File: src/rtl/pu_pio_bridge_if.sv
// Host request/response bundle and PIO decoder bundle used by pu_pio_bridge.
interface pu_host_if #(parameter int ADDR_W = 32, parameter int DATA_W = 32);
  logic              host_req;
  logic              host_wr;
  logic [ADDR_W-1:0] host_addr;
  logic [DATA_W-1:0] host_wdata;
  logic              host_gnt;
  logic              host_rsp_valid;
  logic [DATA_W-1:0] host_rsp_rdata;
  logic              host_rsp_err;

  modport master (output host_req, host_wr, host_addr, host_wdata,
                  input  host_gnt, host_rsp_valid, host_rsp_rdata, host_rsp_err);
  modport slave  (input  host_req, host_wr, host_addr, host_wdata,
                  output host_gnt, host_rsp_valid, host_rsp_rdata, host_rsp_err);
endinterface

interface pu_pio_if #(parameter int ADDR_W = 32, parameter int DATA_W = 32);
  logic              reg_bs;
  logic              reg_rd;
  logic              reg_wr;
  logic [ADDR_W-1:0] reg_addr;
  logic [DATA_W-1:0] reg_din;
  logic              pio_ack;
  logic              pio_rvalid;
  logic [DATA_W-1:0] pio_rdata;

  modport master (output reg_bs, reg_rd, reg_wr, reg_addr, reg_din,
                  input  pio_ack, pio_rvalid, pio_rdata);
  modport slave  (input  reg_bs, reg_rd, reg_wr, reg_addr, reg_din,
                  output pio_ack, pio_rvalid, pio_rdata);
endinterface

File: src/rtl/pu_pio_bridge.sv
// Host-to-PU PIO master: one outstanding request, strobes decoder, returns a one-cycle response.
// Latency: reg strobes one cycle after accept, response one cycle after decoder completion.
// Backpressure: host_gnt only in IDLE; response has none. PU_PIO_TIMEOUT_EN adds a WAIT timeout abort.
module pu_pio_bridge #(
  parameter int                ADDR_W         = 32,
  parameter int                DATA_W         = 32,
  parameter int                TIMEOUT_CYCLES = 1024,
  parameter logic [DATA_W-1:0] TIMEOUT_DATA   = DATA_W'(32'hDEAD_BEEF)
) (
  input logic       clk,
  input logic       rst_n,
  pu_host_if.slave  host,
  pu_pio_if.master  pio
);

  typedef enum logic [1:0] {S_IDLE, S_ISSUE, S_WAIT, S_DRAIN} state_t;

  state_t            state_q, state_d;
  logic              wr_q, wr_d;
  logic [ADDR_W-1:0] addr_q, addr_d;
  logic [DATA_W-1:0] din_q, din_d;
  logic              bs_q, bs_d;
  logic              rd_q, rd_d;
  logic              wstb_q, wstb_d;
  logic              rsp_vld_q, rsp_vld_d;
  logic              rsp_err_q, rsp_err_d;
  logic [DATA_W-1:0] rsp_dat_q, rsp_dat_d;
  logic              accept;
  logic              done;
  logic              timeout;

  if (TIMEOUT_CYCLES < 2) begin : g_param_chk
    $error("pu_pio_bridge: TIMEOUT_CYCLES must be >= 2");
  end

`ifdef PU_PIO_TIMEOUT_EN
  localparam int CNT_W = $clog2(TIMEOUT_CYCLES + 1);
  logic [CNT_W-1:0] cnt_q;

  always_ff @(posedge clk or negedge rst_n) begin
    if (!rst_n)                  cnt_q <= '0;
    else if (state_q == S_ISSUE) cnt_q <= '0;
    else if (state_q == S_WAIT)  cnt_q <= cnt_q + CNT_W'(1);
  end

  assign timeout = (state_q == S_WAIT) && (cnt_q == CNT_W'(TIMEOUT_CYCLES - 1));
`else
  assign timeout = 1'b0;
`endif

  always_comb begin
    state_d   = state_q;
    wr_d      = wr_q;
    addr_d    = addr_q;
    din_d     = din_q;
    bs_d      = 1'b0;
    rd_d      = 1'b0;
    wstb_d    = 1'b0;
    rsp_vld_d = 1'b0;
    rsp_err_d = 1'b0;
    rsp_dat_d = '0;
    accept    = host.host_req && (state_q == S_IDLE);
    // only the indication matching the request type counts as completion
    done      = wr_q ? pio.pio_ack : pio.pio_rvalid;
    unique case (state_q)
      S_IDLE: begin
        if (accept) begin
          state_d = S_ISSUE;
          wr_d    = host.host_wr;
          addr_d  = host.host_addr;
          din_d   = host.host_wdata;
          bs_d    = 1'b1;
          rd_d    = !host.host_wr;
          wstb_d  = host.host_wr;
        end
      end
      S_ISSUE: begin
        state_d = S_WAIT;
        bs_d    = 1'b1;
      end
      S_WAIT: begin
        if (done || timeout) begin
          state_d   = S_DRAIN;
          rsp_vld_d = 1'b1;
          rsp_err_d = !done;
          if (!wr_q) rsp_dat_d = done ? pio.pio_rdata : TIMEOUT_DATA;
        end else begin
          bs_d = 1'b1;
        end
      end
      S_DRAIN: begin
        // sticky decoder indications must clear before the next request
        if (!pio.pio_ack && !pio.pio_rvalid) state_d = S_IDLE;
      end
      default: state_d = S_IDLE;
    endcase
  end

  always_ff @(posedge clk or negedge rst_n) begin
    if (!rst_n) begin
      state_q   <= S_IDLE;
      wr_q      <= 1'b0;
      addr_q    <= '0;
      din_q     <= '0;
      bs_q      <= 1'b0;
      rd_q      <= 1'b0;
      wstb_q    <= 1'b0;
      rsp_vld_q <= 1'b0;
      rsp_err_q <= 1'b0;
      rsp_dat_q <= '0;
    end else begin
      state_q   <= state_d;
      wr_q      <= wr_d;
      addr_q    <= addr_d;
      din_q     <= din_d;
      bs_q      <= bs_d;
      rd_q      <= rd_d;
      wstb_q    <= wstb_d;
      rsp_vld_q <= rsp_vld_d;
      rsp_err_q <= rsp_err_d;
      rsp_dat_q <= rsp_dat_d;
    end
  end

  assign host.host_gnt       = (state_q == S_IDLE);
  assign host.host_rsp_valid = rsp_vld_q;
  assign host.host_rsp_rdata = rsp_dat_q;
  assign host.host_rsp_err   = rsp_err_q;
  assign pio.reg_bs          = bs_q;
  assign pio.reg_rd          = rd_q;
  assign pio.reg_wr          = wstb_q;
  assign pio.reg_addr        = addr_q;
  assign pio.reg_din         = din_q;

endmodule

File: src/flat_wrapper.sv
// flat-port wrapper written by rule: the top's interface ports become plain ports
module pu_pio_bridge_flat 
#(
  parameter int                ADDR_W         = 32,
  parameter int                DATA_W         = 32,
  parameter int                TIMEOUT_CYCLES = 1024,
  parameter logic [DATA_W-1:0] TIMEOUT_DATA   = DATA_W'(32'hDEAD_BEEF)
)
  (clk, rst_n, host_host_req, host_host_wr, host_host_addr, host_host_wdata, host_host_gnt, host_host_rsp_valid, host_host_rsp_rdata, host_host_rsp_err, pio_reg_bs, pio_reg_rd, pio_reg_wr, pio_reg_addr, pio_reg_din, pio_pio_ack, pio_pio_rvalid, pio_pio_rdata);
  pu_host_if #(.ADDR_W(ADDR_W), .DATA_W(DATA_W)) host_i ();
  pu_pio_if #(.ADDR_W(ADDR_W), .DATA_W(DATA_W)) pio_i ();
  input logic clk;
  input logic rst_n;
  input wire logic [$bits(host_i.host_req)-1:0] host_host_req;
  input wire logic [$bits(host_i.host_wr)-1:0] host_host_wr;
  input wire logic [$bits(host_i.host_addr)-1:0] host_host_addr;
  input wire logic [$bits(host_i.host_wdata)-1:0] host_host_wdata;
  output wire logic [$bits(host_i.host_gnt)-1:0] host_host_gnt;
  output wire logic [$bits(host_i.host_rsp_valid)-1:0] host_host_rsp_valid;
  output wire logic [$bits(host_i.host_rsp_rdata)-1:0] host_host_rsp_rdata;
  output wire logic [$bits(host_i.host_rsp_err)-1:0] host_host_rsp_err;
  output wire logic [$bits(pio_i.reg_bs)-1:0] pio_reg_bs;
  output wire logic [$bits(pio_i.reg_rd)-1:0] pio_reg_rd;
  output wire logic [$bits(pio_i.reg_wr)-1:0] pio_reg_wr;
  output wire logic [$bits(pio_i.reg_addr)-1:0] pio_reg_addr;
  output wire logic [$bits(pio_i.reg_din)-1:0] pio_reg_din;
  input wire logic [$bits(pio_i.pio_ack)-1:0] pio_pio_ack;
  input wire logic [$bits(pio_i.pio_rvalid)-1:0] pio_pio_rvalid;
  input wire logic [$bits(pio_i.pio_rdata)-1:0] pio_pio_rdata;
  assign host_i.host_req = host_host_req;
  assign host_i.host_wr = host_host_wr;
  assign host_i.host_addr = host_host_addr;
  assign host_i.host_wdata = host_host_wdata;
  assign host_host_gnt = host_i.host_gnt;
  assign host_host_rsp_valid = host_i.host_rsp_valid;
  assign host_host_rsp_rdata = host_i.host_rsp_rdata;
  assign host_host_rsp_err = host_i.host_rsp_err;
  assign pio_reg_bs = pio_i.reg_bs;
  assign pio_reg_rd = pio_i.reg_rd;
  assign pio_reg_wr = pio_i.reg_wr;
  assign pio_reg_addr = pio_i.reg_addr;
  assign pio_reg_din = pio_i.reg_din;
  assign pio_i.pio_ack = pio_pio_ack;
  assign pio_i.pio_rvalid = pio_pio_rvalid;
  assign pio_i.pio_rdata = pio_pio_rdata;
  pu_pio_bridge #(.ADDR_W(ADDR_W), .DATA_W(DATA_W), .TIMEOUT_CYCLES(TIMEOUT_CYCLES), .TIMEOUT_DATA(TIMEOUT_DATA)) u_core (.clk(clk), .rst_n(rst_n), .host(host_i), .pio(pio_i));
endmodule
File: config.mk
export PLATFORM = sky130hd
export DESIGN_NAME = pu_pio_bridge_flat
export DESIGN_NICKNAME = d
export VERILOG_FILES = /design/src/rtl/pu_pio_bridge_if.sv /design/src/rtl/pu_pio_bridge.sv /design/src/flat_wrapper.sv
export SDC_FILE = /design/constraint.sdc
export NUM_CORES = 1
export LEC_CHECK = 0
export ABC_AREA = 1
export BUFFER_PORTS_ARGS = -buffer_cell sky130_fd_sc_hd__clkbuf_2
export CORE_UTILIZATION = 40
export DETAILED_ROUTE_END_ITERATION = 10
export PLACE_DENSITY = 0.77
export SLEW_MARGIN = 20
export SYNTH_ARGS = -nofsm -noshare
export SYNTH_HDL_FRONTEND = slang
export SYNTH_SLANG_ARGS = --single-unit
export TNS_END_PERCENT = 30
File: constraint.sdc
create_clock -name clk -period 1.82 [get_ports clk]
set_clock_uncertainty 0.2 [all_clocks]
set_input_delay 0.182 -clock clk [delete_from_list [all_inputs] [get_ports clk]]
set_output_delay 0.182 -clock clk [all_outputs]
set_load 0.05 [all_outputs]
# Yosys cells after proc, flatten, opt, wreduce, memory -nomap -nowiden
# Cells that the tools add are included.
# classes
n_reduce_logical	9
eq_ne	6
muxes	19
# ops
cell	n
2-to-1 mux 32 bit	3
2-to-1 mux 1 bit	11
case mux 2 bit (4 select lines)	1
2-to-1 mux 2 bit	3
!= test 2 x 1 -> 1 bit, second input constant	3
equality test 2 bit, second input constant	2
zero test 1 bit	4
case mux 1 bit (3 select lines)	1
AND reduction 3 bit	1
equality test 2 x 1 -> 1 bit, second input constant	1
logical AND 1 bit	2
zero test 2 bit	1
AND reduction 2 bit	1
# word_totals
reg_bits	104
wordCells	44

# Longest topological paths before layout
# Gate-level depths: netlist of run 1.
# logic_depth
ltp_word	4
ltp_mapped	7
mapped_depth_nobuf	6

# Worst setup path before layout of run 1
# OpenSTA, ideal clock, no wires.
# synth_timing
path_kind	flip-flop to flip-flop
from	reg u_core.state_q[0]
to	reg u_core.din_q[10] (netlist: u_core.pio.reg_din[10])
t_arrival_ps	1780
setup_slack_ps	-285
path_buffers	2
required_ps	1495
period_less_slack_ps	2105
path_stages_with_launch	7
cell_sequence	dfrtp_1 inv_1 ha_1 nand2_1 buf_6 buf_6 mux2_4
# synth_via
elab_chain_len	3
# synth_rtl
item	line	rtl
start: declaration	pu_pio_bridge.sv:18	state_t state_q, state_d;
start signal: assignment	pu_pio_bridge.sv:112	state_q <= state_d;
zero test 2 bit (*)	--	
net host_host_gnt	flat_wrapper.sv:18	output wire logic [$bits(host_i.host_gnt)-1:0] host_host_gnt;
logical AND 1 bit	pu_pio_bridge.sv:62	accept = host.host_req && (state_q == S_IDLE);
AND reduction 2 bit (no source line) (*)	--	
end signal: assignment	pu_pio_bridge.sv:115	din_q <= din_d;
end: declaration	pu_pio_bridge.sv:21	logic [DATA_W-1:0] din_q, din_d;
# Mark *: on every way through the listed nets, which the timed path passes. The rest lies on a longest branch.
# A chain may end at the register's enable or synchronous reset.

# Worst setup path in the final report of run 1
# layout_timing
from	reg u_core.state_q[1]
to	reg u_core.addr_q[30] (netlist: u_core.pio.reg_addr[30])
# layout_via
elab_chain_len	3
# layout_rtl
item	line	rtl
zero test 2 bit (*)	pu_pio_bridge.sv:62, pu_pio_bridge.sv:65	
logical AND 1 bit	pu_pio_bridge.sv:62	
AND reduction 2 bit (no source line) (*)	--	
end signal: assignment	pu_pio_bridge.sv:114	addr_q <= addr_d;
end: declaration	pu_pio_bridge.sv:20	logic [ADDR_W-1:0] addr_q, addr_d;
# Mark *: on every way between the ends. The rest lies on a longest branch, timed or not.

==> run metrics, run 1 <==
WP data required=1.85 ns; Final Total Pwr=11.0 mW; # IOs=slightly above 200; RSZ-0062 raised after global routing=false; layout net count=687; hold crit path type=in -> async; wire per inst=14.2 um; count leader, synth=dfrtp_1; Compound-Gate Fraction of Synth Area=0.708%; Max VDD drop=a little over 0.0009 V; largest cells by area after synthesis=dfrtp_1 66%, mux2_2 11%, mux2_4 10%; worst r2r src=u_core.state_q[1]; Die Y-Extent=roughly 100 um; endpoints failing hold=0; gr usage total=20.3%; DRT iter0 DRCs=60; Critical Path AT=around 1.8 ns; Worst-path clk slew=0.09 ns; Worst setup SP type=flop; antenna violations before repair=0; simple-gate portion of the synthesized area=under 10%; Main synth FF type=dfrtp_1; leakage=about 3.5 nW; Pins Over Slew Limit=0; Synth Area per Inst=around 14 um^2; Final Hold Slack=about 0.059 ns; proportion of synthesized area in mux cells=a little over a fifth; commonest cells in the netlist=103 x dfrtp_1, 37 x inv_1, 37 x mux2_2; Unique masters post-synth=18; worst skew pair latency=approximately 0.34 ns; # DRC=0; largest net degree at the start of global routing=57; register area share after synthesis=between 60% and 70%; Yosys top cell area share=between 60% and 70%; Vias/cell=4.34; H-Tree Depth=3; GP Congestion=around 0.72; First-pass DRT Iterations=4; R2R cell count=5; die area=between 10,000 and 15,000 um^2; Yosys warnings=0; Final ANT Viol Nets=0; Setup TNS=0 ns; Worst Setup Path Type=reg -> reg; crit end category=flop; maxcap violations=0; ant diodes=0; worst flop-to-flop path endpoint=u_core.pio.reg_addr[30]; Synth-to-Final Area Change=62.1%; status=complete, no violations; clock buffer depth=2; syn nets=between 300 and 400; total CTS buffers=9; Placed Area=a little over 5000 um^2; vias=around 3,100; synthesized area=3890 um^2; top cell type by total area after synthesis=dfrtp_1; Critical Path Fanout Max=between 40 and 50; final wirelength=roughly 10,000 um; adder-cell area share of the yosys netlist=approximately 1.3%; Final Setup Violations=0; #FFs+latches synth=103; Max Clk Rate=approximately 0.57 GHz; # port buffers=about 200; Reg2Reg Setup Slack=approximately 0.066 ns; ratio of cells with drive above 1 in the final layout=between 40 and 50%; post-synthesis cell count=273; min Tclk post-route=1.75 ns; # rows=35; Core ar.=9330 um^2; Initial Utilization=roughly two fifths; Clock Tree Root=clkbuf_8; CTS tree=yes; largest family of logic cells by synthesized area=multiplexers; final instance area=between 6000 and 7000 um^2; total gr overflow=0; post-route clock period utilization=a little over nine tenths; FFs w/ async S/R, synth=100%; P per Cell Area=roughly 1700 nW/um^2; clock sink count=103; vias in the first global route=between 3,000 and 4,000; filler cell count in the final layout=640; EDFF count, synth=0; first-pass GRT wire length=15,700 um; hpwl dp=6000 um; Synth Area in XOR/XNOR=0%; Die X=between 100 and 150 um
-- worst max-delay path by stage --
stage,to,depth (start not counted),startpoint
6_report,u_core.pio.reg_addr[30],5,u_core.state_q[1]
5_1_grt,u_core.host.host_rsp_valid,4,u_core.state_q[0]
4_1_cts,host_host_gnt,3,u_core.state_q[0]
3_5_place_dp,u_core.pio.reg_addr[30],5,u_core.state_q[0]
3_3_place_gp,u_core.pio.reg_addr[19],5,u_core.state_q[0]
2_1_floorplan,u_core.pio.reg_din[10],6,u_core.state_q[0]
-- layout by cell type (no fill, tap or decap), drive strengths merged --
master,n
clkbuf,213
dfrtp,103
dlygate4sd3,101
mux2,64
inv,37
nor2,34
nand2,8
buf,6
ha,4
nand3,3
a21oi,3
nand4,2
clkinv,2
a21boi,1
o21ai,1
or2,1
conb,1
clkinvlp,1
bufinv,1
-- sequential cells by signal, indices dropped and copies added (netlist names) --
name / count
u_core.host.host_rsp_rdata: 32
u_core.pio.reg_addr: 32
u_core.pio.reg_din: 32
u_core.state_q: 2
u_core.host.host_rsp_valid: 1
u_core.pio.reg_bs: 1
u_core.pio.reg_rd: 1
u_core.pio.reg_wr: 1
u_core.wr_q: 1
-- repair_timing --
| item | in CTS | in global routing |
|---|---|---|
| gates resized for setup | 0 | 4 |
| endpoints found under the setup margin | 0 | 3 |
| setup buffers | 0 | 0 |
| endpoints found under the hold margin | 204 | 0 |
| hold buffers | 101 | 0 |
-- cells by family after synthesis --
| group | count (synthesis) |
|---|---|
| and+or+nand+nor | 48 |
| muxes | 64 |
| DFF | 103 |
| adders and majority gates | 4 |
| buffers and inverters | 48 |
| other | 1 |
| AOI/OAI and AO/OA | 5 |
-- per-layer routing --
metal	up-vias	GRT usage (%)	wire, um	share of wire [%]
met2	131	39.5	5470	54
li1	1474	-	-	-
met4	0	7.13	194	1.9
met5	-	0	0	0
met3	16	6.31	682	6.7
met1	1485	20.0	3780	37
-- area by class of cell --
type / instances / area (um^2) / area share [%]
sequential: 103 / 2580 / 40.9
timing repair buffer: 308 / 2110 / 33.4
multi-input combinational: 122 / 1120 / 17.8
tap: 129 / 161 / 2.56
clock buffer: 12 / 145 / 2.30
inverter: 37 / 139 / 2.20
clock inverter: 4 / 55.1 / 0.873
-- worst max-delay path: stages, from the launching register on --
cell	delay, ns
dfrtp_1	0.40
inv_1	0.10
ha_4	0.19
nand2_4	0.10
buf_16	0.24
mux2_2	0.38
-- metrics by stage --
step,utilization (%),cells,setup WS (ns)
after CTS,67.5,715,0.0274
after detailed placement,54.5,598,0.0688
after floorplan,-,273,0.0275
after global placement,54.5,598,0.136
final,67.6,715,0.0658
after global routing,67.6,715,0.0115
-- power breakdown --
group / internal (mW) / switching (mW)
Combinational: 1.90 / 4.08
Clock: 0.681 / 0.741
Sequential: 3.13 / 0.461
Total: 5.71 / 5.28
Note: power is estimated with default switching activity, not from simulation.
==> run 2: changes to the inputs <==
--- a/config.mk
+++ b/config.mk
@@ -7,9 +7,11 @@
 export LEC_CHECK = 0
 export ABC_AREA = 1
 export BUFFER_PORTS_ARGS = -buffer_cell sky130_fd_sc_hd__clkbuf_2
-export CORE_UTILIZATION = 40
+export CORE_UTILIZATION = 42
+export CTS_BUF_LIST = sky130_fd_sc_hd__clkbuf_2 sky130_fd_sc_hd__clkbuf_4 sky130_fd_sc_hd__clkbuf_8
 export DETAILED_ROUTE_END_ITERATION = 10
-export PLACE_DENSITY = 0.77
+export HOLD_SLACK_MARGIN = 0.1
+export PLACE_DENSITY = 0.8
 export SLEW_MARGIN = 20
 export SYNTH_ARGS = -nofsm -noshare
 export SYNTH_HDL_FRONTEND = slang
==> run metrics, run 2 (same netlist as run 1, synthesis figures left out) <==
status=finished with violations; failing checks=design-rule violations; Worst-path clk slew=0.11 ns; worst r2r src=u_core.state_q[1]; Final ANT Viol Nets=0; Vias/cell=4.54; WP data required=~1.9 ns; GR Util met2=a little over two fifths; total gr overflow=0; R2R cell count=5; CTS tree=yes; Pins Over Slew Limit=0; final wirelength=between 10,000 and 15,000 um; crit path to=u_core.pio.reg_addr[3]; slowest CP cell=dfrtp_1; crit-path cells=inv_2 > ha_4 > nand2_4 > buf_16 > mux2_2; Reg2Reg Setup Slack=roughly 0.10 ns; Synth-to-Final Area Change=62.5%; maxcap violations=0; Post-CTS Setup Bufs=0; Die Y-Extent=around 98 um; Critical Path AT=between 1.5 and 2 ns; hold crit path type=in -> async; endpoints failing hold=0; worst flop-to-flop path endpoint=u_core.pio.reg_addr[3]; clock sink count=about 100; # rows=34; # port buffers=approximately 200; filler cell count in the final layout=just over 600; Initial Utilization=a little over two fifths; met3 usage=under 10%; GP Congestion=~0.70; gr usage total=22.7%; layout net count=689; leakage=3.49 nW; Setup TNS=0 ns; wire per inst=15.1 um; DRT iter0 DRCs=between 80 and 90; Die X=just under 100 um; crit end category=flop; Core ar.=between 8000 and 9000 um^2; commonest cells after routing, fill and taps aside=200 x clkbuf_2, 103 x dfrtp_1, 102 x dlygate4sd3_1; Worst Setup Path Type=reg -> reg; WP buf/inv=2; post-route clock period utilization=between 90% and 100%; Worst setup SP type=flop; # DRC=16; Clock Tree Root=clkbuf_8; Max VDD drop=~0.00069 V; die area=9650 um^2; P per Cell Area=about 1800 nW/um^2; ratio of cells with drive above 1 in the final layout=between 50% and 60%; # IOs=204; first-pass GRT wire length=around 17,000 um; Final Total Pwr=11.1 mW; hpwl dp=6240 um; M1 GR Usage=around a quarter; Critical Path Fanout Max=39; vias in the first global route=~3,500; WP depth=5; First-pass DRT Iterations=8; total CTS buffers=9; Top Usage Layer GRT=met2; Final Setup Violations=0; RSZ-0062 raised after global routing=false; ant diodes=0; most common cell after layout, fill and taps aside=clkbuf_2; Max Clk Rate=0.581 GHz; min Tclk post-route=1.72 ns; largest net degree at the start of global routing=40; max incr delay on CP=0.43 ns; CP top delay family=flip-flops; antenna violations before repair=0; vias=approximately 3,200; clock buffer depth=2; Critical path origin=u_core.state_q[1]; worst skew pair latency=about 0.36 ns; H-Tree Depth=3
run 2: cell count changes in the layout (fill, tap and decap cells not counted), sizes merged:
cell	delta
buf	+1
clkbuf	-3
dlygate4sd3	+1
inv	+3
run 2: worst min path at each step:
stage	cells after the start	endpoint
floorplan	0	u_core.host.host_rsp_rdata[0]
global placement	1	u_core.pio.reg_din[15]
detailed placement	1	u_core.pio.reg_din[15]
CTS	2	u_core.pio.reg_din[15]
global route	2	u_core.pio.reg_din[15]
finish	2	u_core.pio.reg_din[15]
run 2: metal layers:
metal / part of all wire (%) / vias up
li1: - / 1475
met1: 38 / 1524
met2: 53 / 139
met3: 7.0 / 20
met4: 2.2 / 0
met5: 0 / -
run 2: metrics by stage:
stage	util, %	hold slack [ns]	instances	area, um^2	worst slack [ns]
finish	71.5	0.132	696	6320	0.100
global route	71.5	0.138	696	6320	0.0213
CTS	71.3	0.106	696	6310	0.00766
detailed placement	57.5	-0.0399	578	5090	0.0887
global placement	57.5	-0.0400	578	5090	0.167
floorplan	-	-0.314	273	3900	0.0275
run 2: layout make-up:
class	count	area [um^2]	area share, %
repair buffers	310	2150	34.0
multi-input cells	122	1120	17.7
inverters	37	139	2.20
flip-flops and latches	103	2580	40.8
clock inverters	7	77.6	1.23
well taps	108	135	2.14
clock buffers	9	124	1.96
run 2: worst reg2reg max path, cell delays in order (launching register included):
cell	delay [ns]
dfrtp_1	0.43
inv_2	0.07
ha_4	0.18
nand2_4	0.10
buf_16	0.23
mux2_2	0.39
run 2: what timing repair did:
item / in CTS / in global routing
hold buffers: 102 / 0
resized for setup: 0 / 6
hold endpoints to repair: 206 / 0
setup endpoints to repair: 0 / 13
run 2: report_power, final:
part	internal, mW	total [mW]	switching [mW]
clock network	0.651	1.45	0.802
logic	1.90	6.03	4.13
registers	3.13	3.61	0.475
total	5.69	11.1	5.40
==> run 3: changes to the inputs <==
==> constraint.sdc (replaced) <==
create_clock -name clk -period 1.82 [get_ports clk]
set_clock_uncertainty 0.2 [all_clocks]
set_input_delay 0 -clock clk [delete_from_list [all_inputs] [get_ports clk]]
set_output_delay 0 -clock clk [all_outputs]
set_load 0.05 [all_outputs]
==> run metrics, run 3 (same netlist as run 1, synthesis figures left out) <==
max incr delay on CP=roughly 0.40 ns; Die Y-Extent=about 100 um; Clock Tree Root=clkbuf_8; M1 GR Usage=about 25%; R2R cell count=5; First-pass DRT Iterations=8; largest net degree at the start of global routing=53; maxcap violations=0; Max Clk Rate=0.577 GHz; total gr overflow=0; post-route clock period utilization=a little over nine tenths; most common cell after layout, fill and taps aside=clkbuf_2; Final Setup Violations=0; Critical Path Fanout Max=39; Synth-to-Final Area Change=61.9%; area of the multi-input gates=1110 um^2; Final Total Pwr=between 10 and 15 mW; layout net count=~690; worst r2r src=u_core.state_q[1]; GP Congestion=between 0.7 and 0.8; Critical path origin=u_core.state_q[1]; antenna violations before repair=0; clock buffer depth=2; H-Tree Depth=3; status=finished with violations; Critical Path AT=1.77 ns; Worst setup SP type=flop; CTS tree=yes; RSZ-0062 raised after global routing=false; first-pass GRT wire length=17,400 um; filler cell count in the final layout=a little under 600; # port buffers=202; Worst-path clk slew=~0.1 ns; Setup TNS=0 ns; GR Util met2=between 40 and 50%; crit path to=u_core.pio.reg_addr[26]; Vias/cell=approximately 4.6; Die X=about 98 um; slowest CP cell=dfrtp_1; hold crit path type=in -> reg; vias in the first global route=3,578; Reg2Reg Setup Slack=0.09 ns; worst skew pair latency=around 0.35 ns; endpoints failing hold=0; vias=approximately 3,200; worst flop-to-flop path endpoint=u_core.pio.reg_addr[26]; DRT iter0 DRCs=72; Worst Setup Path Type=reg -> reg; Post-CTS Setup Bufs=0; failing checks=design-rule violations; WP data required=about 1.9 ns; final wirelength=10,800 um; Final Hold Slack=roughly 0.18 ns; min Tclk post-route=1.73 ns; crit-path cells=inv_1 > ha_4 > nand2_4 > buf_16 > mux2_2; # IOs=approximately 200; gr usage total=a little under a quarter; Final ANT Viol Nets=0; Register Area=2580 um^2; wire per inst=roughly 16 um; # DRC=16; total CTS buffers=9; leakage=between 3 and 4 nW; Max VDD drop=0.000807 V; commonest cells after routing, fill and taps aside=201 x clkbuf_2, 103 x dfrtp_1, 102 x dlygate4sd3_1; ratio of cells with drive above 1 in the final layout=between 40% and 50%; hpwl dp=around 6300 um; Core ar.=8850 um^2; ant diodes=0; # rows=34; crit end category=flop; clock sink count=slightly above 100; Top Usage Layer GRT=met2; met3 usage=6.94%; die area=9650 um^2; Pins Over Slew Limit=0; P per Cell Area=1770 nW/um^2; Initial Utilization=44.0%
-- run 3: critical path: cells and delay by family (launching register included) --
kind / cells / cell delay [ns]
adder cells (fa/ha/maj): 1 / 0.19
buffers and inverters: 2 / 0.33
flip-flops: 1 / 0.40
multiplexers: 1 / 0.37
AND/OR/NAND/NOR: 1 / 0.10
-- run 3: power by group --
part	switching [mW]	total [mW]	leakage (nW)	internal, mW
clock	0.742	1.53	0.110	0.789
sequential	0.470	3.61	1.29	3.13
combinational	4.13	6.01	2.08	1.88
total	5.34	11.1	3.48	5.81
-- run 3: layer usage --
layer	wire, um	up-vias
li1	-	1475
met1	3940	1550
met2	5870	144
met3	806	16
met4	167	0
met5	0	-
-- run 3: timing repair --
| item | in CTS | in global routing |
|---|---|---|
| hold buffers | 102 | 0 |
| endpoints found under the setup margin | 0 | 4 |
| resized for setup | 0 | 2 |
| endpoints found under the hold margin | 206 | 0 |
-- run 3: cell type report --
| type | count | area share (%) |
|---|---|---|
| Timing Repair Buffer | 309 | 33.6 |
| Sequential cell | 103 | 40.9 |
| Clock inverter | 5 | 1.31 |
| Multi-Input combinational cell | 122 | 17.7 |
| Inverter | 37 | 2.21 |
| Tap cell | 108 | 2.15 |
| Clock buffer | 10 | 2.09 |
-- run 3: worst min-delay path by stage --
stage | start | to | depth (start not counted)
finish | pio_pio_rdata[10] | u_core.host.host_rsp_rdata[10] | 4
CTS | pio_pio_rdata[16] | u_core.host.host_rsp_rdata[16] | 4
floorplan | rst_n | u_core.host.host_rsp_rdata[0] | 0
global placement | rst_n | u_core.pio.reg_addr[15] | 1
global route | pio_pio_rdata[8] | u_core.host.host_rsp_rdata[8] | 4
detailed placement | rst_n | u_core.pio.reg_addr[17] | 1
-- run 3: metrics by stage --
stage | util (%) | std cells | cell area, um^2 | setup WS (ns)
global route | 71.2 | 694 | 6300 | 0.0286
finish | 71.2 | 694 | 6300 | 0.0874
floorplan | - | 273 | 3900 | 0.0275
global placement | 57.1 | 577 | 5050 | 0.166
CTS | 71.1 | 694 | 6290 | 0.0695
detailed placement | 57.1 | 577 | 5050 | 0.0966
